**src/rtl/delay_step_controller.sv**
```systemverilog
// delay_step_controller: sequences NumberOfSteps delay/step cycles against an external delay timer.
// Ports: Clock (rising edge), Resetn (async, active-low), Run (level enable / abort),
//   Timeout (one-cycle timer pulse), StartDelay (timer enable; 0 clears it),
//   Step (one-cycle pulse per accepted Timeout), StepCount (steps issued this run),
//   Done (sequence complete), Busy (ARM/WAIT/STEP), Error (watchdog fault).
// Optional feature: define DELAY_WATCHDOG_EN to fault when WAIT lasts WatchdogLimit cycles.
module delay_step_controller #(
  parameter int NumberOfSteps = 10,
  parameter int CountBits     = 4,
  parameter int WatchdogLimit = 50000000,
  parameter int WatchdogBits  = 26
) (
  input  logic                 Clock,
  input  logic                 Resetn,
  input  logic                 Run,
  input  logic                 Timeout,
  output logic                 StartDelay,
  output logic                 Step,
  output logic [CountBits-1:0] StepCount,
  output logic                 Done,
  output logic                 Busy,
  output logic                 Error
);
  typedef enum logic [2:0] {IDLE, ARM, WAIT, STEP, DONE, FAULT} state_t;
  state_t state;
`ifdef DELAY_WATCHDOG_EN
  logic [WatchdogBits-1:0] wd;
`endif
  // Outputs are registered alongside the state so each one reflects the state being entered.
  always_ff @(posedge Clock or negedge Resetn) begin
    if (!Resetn) begin
      state      <= IDLE;
      StartDelay <= 1'b0;
      Step       <= 1'b0;
      StepCount  <= '0;
      Done       <= 1'b0;
      Busy       <= 1'b0;
      Error      <= 1'b0;
`ifdef DELAY_WATCHDOG_EN
      wd         <= '0;
`endif
    end else begin
      Step       <= 1'b0;
      StartDelay <= 1'b0;
      case (state)
        IDLE: if (Run) begin
          state     <= ARM;
          Busy      <= 1'b1;
          StepCount <= '0;
        end
        ARM: if (!Run) begin
          state     <= IDLE;
          Busy      <= 1'b0;
          StepCount <= '0;
        end else begin
          state      <= WAIT;
          StartDelay <= 1'b1;
`ifdef DELAY_WATCHDOG_EN
          wd         <= '0;
`endif
        end
        // Abort outranks Timeout, and Timeout outranks the watchdog limit.
        WAIT: if (!Run) begin
          state     <= IDLE;
          Busy      <= 1'b0;
          StepCount <= '0;
        end else if (Timeout) begin
          state     <= STEP;
          Step      <= 1'b1;
          StepCount <= StepCount + 1'b1;
        end
`ifdef DELAY_WATCHDOG_EN
        else if (wd == WatchdogBits'(WatchdogLimit - 1)) begin
          state <= FAULT;
          Busy  <= 1'b0;
          Error <= 1'b1;
        end else begin
          wd         <= wd + 1'b1;
          StartDelay <= 1'b1;
        end
`else
        else StartDelay <= 1'b1;
`endif
        // Always passing back through WAIT means a held Timeout yields one Step per entry.
        STEP: if (!Run) begin
          state     <= IDLE;
          Busy      <= 1'b0;
          StepCount <= '0;
        end else if (StepCount == CountBits'(NumberOfSteps)) begin
          state <= DONE;
          Busy  <= 1'b0;
          Done  <= 1'b1;
        end else begin
          state      <= WAIT;
          StartDelay <= 1'b1;
`ifdef DELAY_WATCHDOG_EN
          wd         <= '0;
`endif
        end
        DONE, FAULT: if (!Run) begin
          state     <= IDLE;
          Done      <= 1'b0;
          Error     <= 1'b0;
          StepCount <= '0;
        end
        default: state <= IDLE;
      endcase
    end
  end
endmodule

```
**config.mk**
```make
export PLATFORM = sky130hd
export DESIGN_NAME = delay_step_controller
export DESIGN_NICKNAME = d
export VERILOG_FILES = /design/src/rtl/delay_step_controller.sv
export SDC_FILE = /design/constraint.sdc
export NUM_CORES = 1
export LEC_CHECK = 0
export CORE_AREA = 3 3 40 42
export CTS_BUF_LIST = sky130_fd_sc_hd__clkbuf_8 sky130_fd_sc_hd__clkbuf_16
export CTS_CLUSTER_DIAMETER = 80
export CTS_CLUSTER_SIZE = 16
export DETAILED_ROUTE_END_ITERATION = 16
export DIE_AREA = 0 0 43 45
export GPL_TIMING_DRIVEN = 0
export HOLD_SLACK_MARGIN = 0.1
export PLACE_DENSITY = 0.78
export REMOVE_ABC_BUFFERS = 1
export SYNTH_ARGS = -nofsm -noshare
export SYNTH_HDL_FRONTEND = slang
export SYNTH_SLANG_ARGS = --single-unit
```
**constraint.sdc**
```tcl
create_clock -name Clock -period 3.6 [get_ports Clock]
set_input_delay 0.72 -clock Clock [delete_from_list [all_inputs] [get_ports Clock]]
set_output_delay 0.72 -clock Clock [all_outputs]
set_load 0.1 [all_outputs]
```
==> results.toml, run 1 <==
[routing]
wl_per_cell_um = 11.80
post-route-drc-count = 0
ant_nets = 0
vias = 483
dr.pass1.iters = 4
viasPerCell = 5.552
drt_iter0_markers = 9
drt_wl_total_um = 1027

[floorplanning]
die_w_um = 43
io_pins = 13
initial_core_util_pct = 46.35
rows = 13
core_region_area_sq_mm = 0.001285
die_area_sq_mm = 0.001935
die_h_um = 45

[layout]
layout_common_cells = "dfrtp_1 (11), clkdlybuf4s50_1 (11), nor2_1 (5)"
final_area_sq_um = 752.0
layout-drive-gt1-share_pct = 9.722
fin_nets = 79
syn_to_final_growth_pct = 26.26
diodes = 0

[sta]
period_share_pct = 71.17
tightest_slew_ps = 971.8
hold_violations = 0
rsz0062_at_grt = "no"
period_minus_slack_ps = 2562
fin_skew_ps = 4.181
slew_headroom_pct = 35.01
slew_violations = 0
fmax_mhz = 390.3
tns_ps = 0
setup_viol = 0

[min_path]
hold_depth = 1
holdPathEnd = "StepCount[3]"
hold_start = "StepCount[3]"
hold_class = "reg2reg"

[pwr]
power.density_mw_per_mm2 = 435.3
ir_drop_v = 0.0002931
p_leak_nw = 0.3378

[worst_setup_path]
crit_cells = 1
reg2reg_slack_ps = 2310
start_kind = "register"
cp-end-kind = "output port"
path_cells = "clkdlybuf4s50_1"
critical_path_class = "reg2out"
cp.arrival_ps = 1840
critical_path.max_fanout = 6
rr_worst_depth = 6
cp_top_family = "buffers and inverters"
regToRegStartpoint = "StepCount[0]"
required_ps = 2880
r2r-end = "Done"
worst-path-buf-inv = 1
cp_slowest_stage_delay_ps = 1170
slowest_stage = "clkdlybuf4s50_1"

[yosys]
syn_inst = 60
synth_edf_count = 0
synth_area_sq_um = 595.6
ys_warn_count = 0
ys_types = 31
synth_async_sr_flop_share_pct = 100.0
ys_seq_area_share_pct = 46.22
synth_seq_cells = 11
synth_area_per_cell_sq_um = 9.926
synth_top_flop_cell = "dfrtp_1"

[cts]
clk_pin_slew_ps = 50
ctsResizeCount = 0
cts_setup_buffers = 0
cts_sinks = 11
hold_buffers = 0
clk_path_buf_depth = 2
cts_tree = "yes"
numCtsBuffers = 3
htree_levels = 1
clockRootBuffer = "clkbuf_8"
clk_latency_ps = 230

[global_route]
antenna_found_initial = 0
grt_max_degree = 12
grt_pass1_vias = 417
grt_overflow = 0
grt_pass1_wl_um = 1759
grt.total_usage_pct = 11.89

[placement]
globalplace.congestion = 0.7728
placed_cell_area_sq_um = 706.9
port_buffers = 11

[job]
drv_cap = 0

[status]
status = "finished clean"
## layout make-up
class	instances	area, sq um
Fill cell	111	533.0
Multi-Input combinational cell	42	287.8
Sequential cell	11	275.3
Timing Repair Buffer	11	110.1
Clock buffer	3	41.29
Tap cell	15	18.77
Inverter	4	15.01
Clock inverter	1	3.754
## synthesized netlist by cell type (2+ instances only)
cell type	instances	area share [%]
o21ai_0	4	3.4
dfrtp_1	11	46
ha_1	2	4.2
nor3b_1	2	2.5
buf_2	2	1.7
inv_1	3	1.9
nand3_1	2	1.7
nor2_1	5	3.2
a21oi_1	4	3.4
nor2b_1	4	4.2
## cell families after synthesis
group,after synthesis,share of synthesized area [%]
AOI/OAI and AO/OA,16,17.23
and+or+nand+nor,22,24.58
other,1,0.6296
buffers and inverters,7,5.462
adders and majority gates,2,4.201
muxes,1,1.681
DFF,11,46.22
## metrics by stage
step	total power [mW]	worst slack, ps	hold WS (ps)	instances	util, %
floorplan	0.1901	1734	424.4	57	-
global placement	0.2091	1285	499.8	83	55.01
detailed placement	0.2098	1284	524.7	83	55.01
CTS	0.3297	1023	532.0	87	58.52
global route	0.3442	973.5	551.6	87	58.52
finish	0.3273	1038	515.8	87	58.52
## worst max-delay path by stage
stage	from	endpoint	slack, ps
2_1_floorplan	StepCount[1]	Done	1730
6_report	StepCount[0]	StepCount[0]	1040
3_5_place_dp	StepCount[0]	StepCount[0]	1280
4_1_cts	StepCount[0]	StepCount[0]	1020
5_1_grt	StepCount[0]	StepCount[0]	970
3_3_place_gp	StepCount[0]	StepCount[0]	1290
## state kept, by name (all words and copies together), names as in the netlist
signal,flops
state,3
StartDelay,1
Step,1
StepCount,4
Busy,1
Done,1
## layer usage
metal	vias up	track usage, %	wire length [um]
li1	239	-	-
met1	233	15.75	520
met2	11	19.76	448
met3	0	3.586	59
met4	0	1.807	0
met5	-	0	0
## report_power, final
part / switching (mW) / internal (mW) / leakage, nW
clock: 0.0452 / 0.0748 / 0.0269
sequential: 0.00872 / 0.130 / 0.147
combinational: 0.0494 / 0.0197 / 0.164
(Power assumes the default switching activity.)
==> run 2: changes to the inputs <==
==> constraint.sdc (replaced) <==
create_clock -name Clock -period 2.6 [get_ports Clock]
set_input_delay 0.52 -clock Clock [delete_from_list [all_inputs] [get_ports Clock]]
set_output_delay 0.52 -clock Clock [all_outputs]
set_load 0.1 [all_outputs]
==> results of run 2 <==
The final DEF is identical to that of run 1. Status: finished clean.
Among the figures that moved: setup slack after placement 1284 ps -> 484.0 ps; setup slack after layout 1038 ps -> 237.7 ps; register-to-register setup slack 2310 ps -> 1310 ps; total power 0.3273 mW -> 0.4532 mW; worst IR drop on VDD 0.0002931 V -> 0.0004058 V
==> run 3: changes to the inputs <==
--- a/config.mk
+++ b/config.mk
@@ -5,6 +5,7 @@
 export SDC_FILE = /design/constraint.sdc
 export NUM_CORES = 1
 export LEC_CHECK = 0
+export CAP_MARGIN = 20
 export CORE_AREA = 3 3 40 42
 export CTS_BUF_LIST = sky130_fd_sc_hd__clkbuf_8 sky130_fd_sc_hd__clkbuf_16
 export CTS_CLUSTER_DIAMETER = 80
==> results of run 3 <==
The final DEF is identical to that of run 1. Status: finished clean.
Among the figures that moved: setup slack after placement 1284 ps -> 484.0 ps; setup slack after layout 1038 ps -> 237.7 ps; register-to-register setup slack 2310 ps -> 1310 ps; total power 0.3273 mW -> 0.4532 mW; worst IR drop on VDD 0.0002931 V -> 0.0004058 V
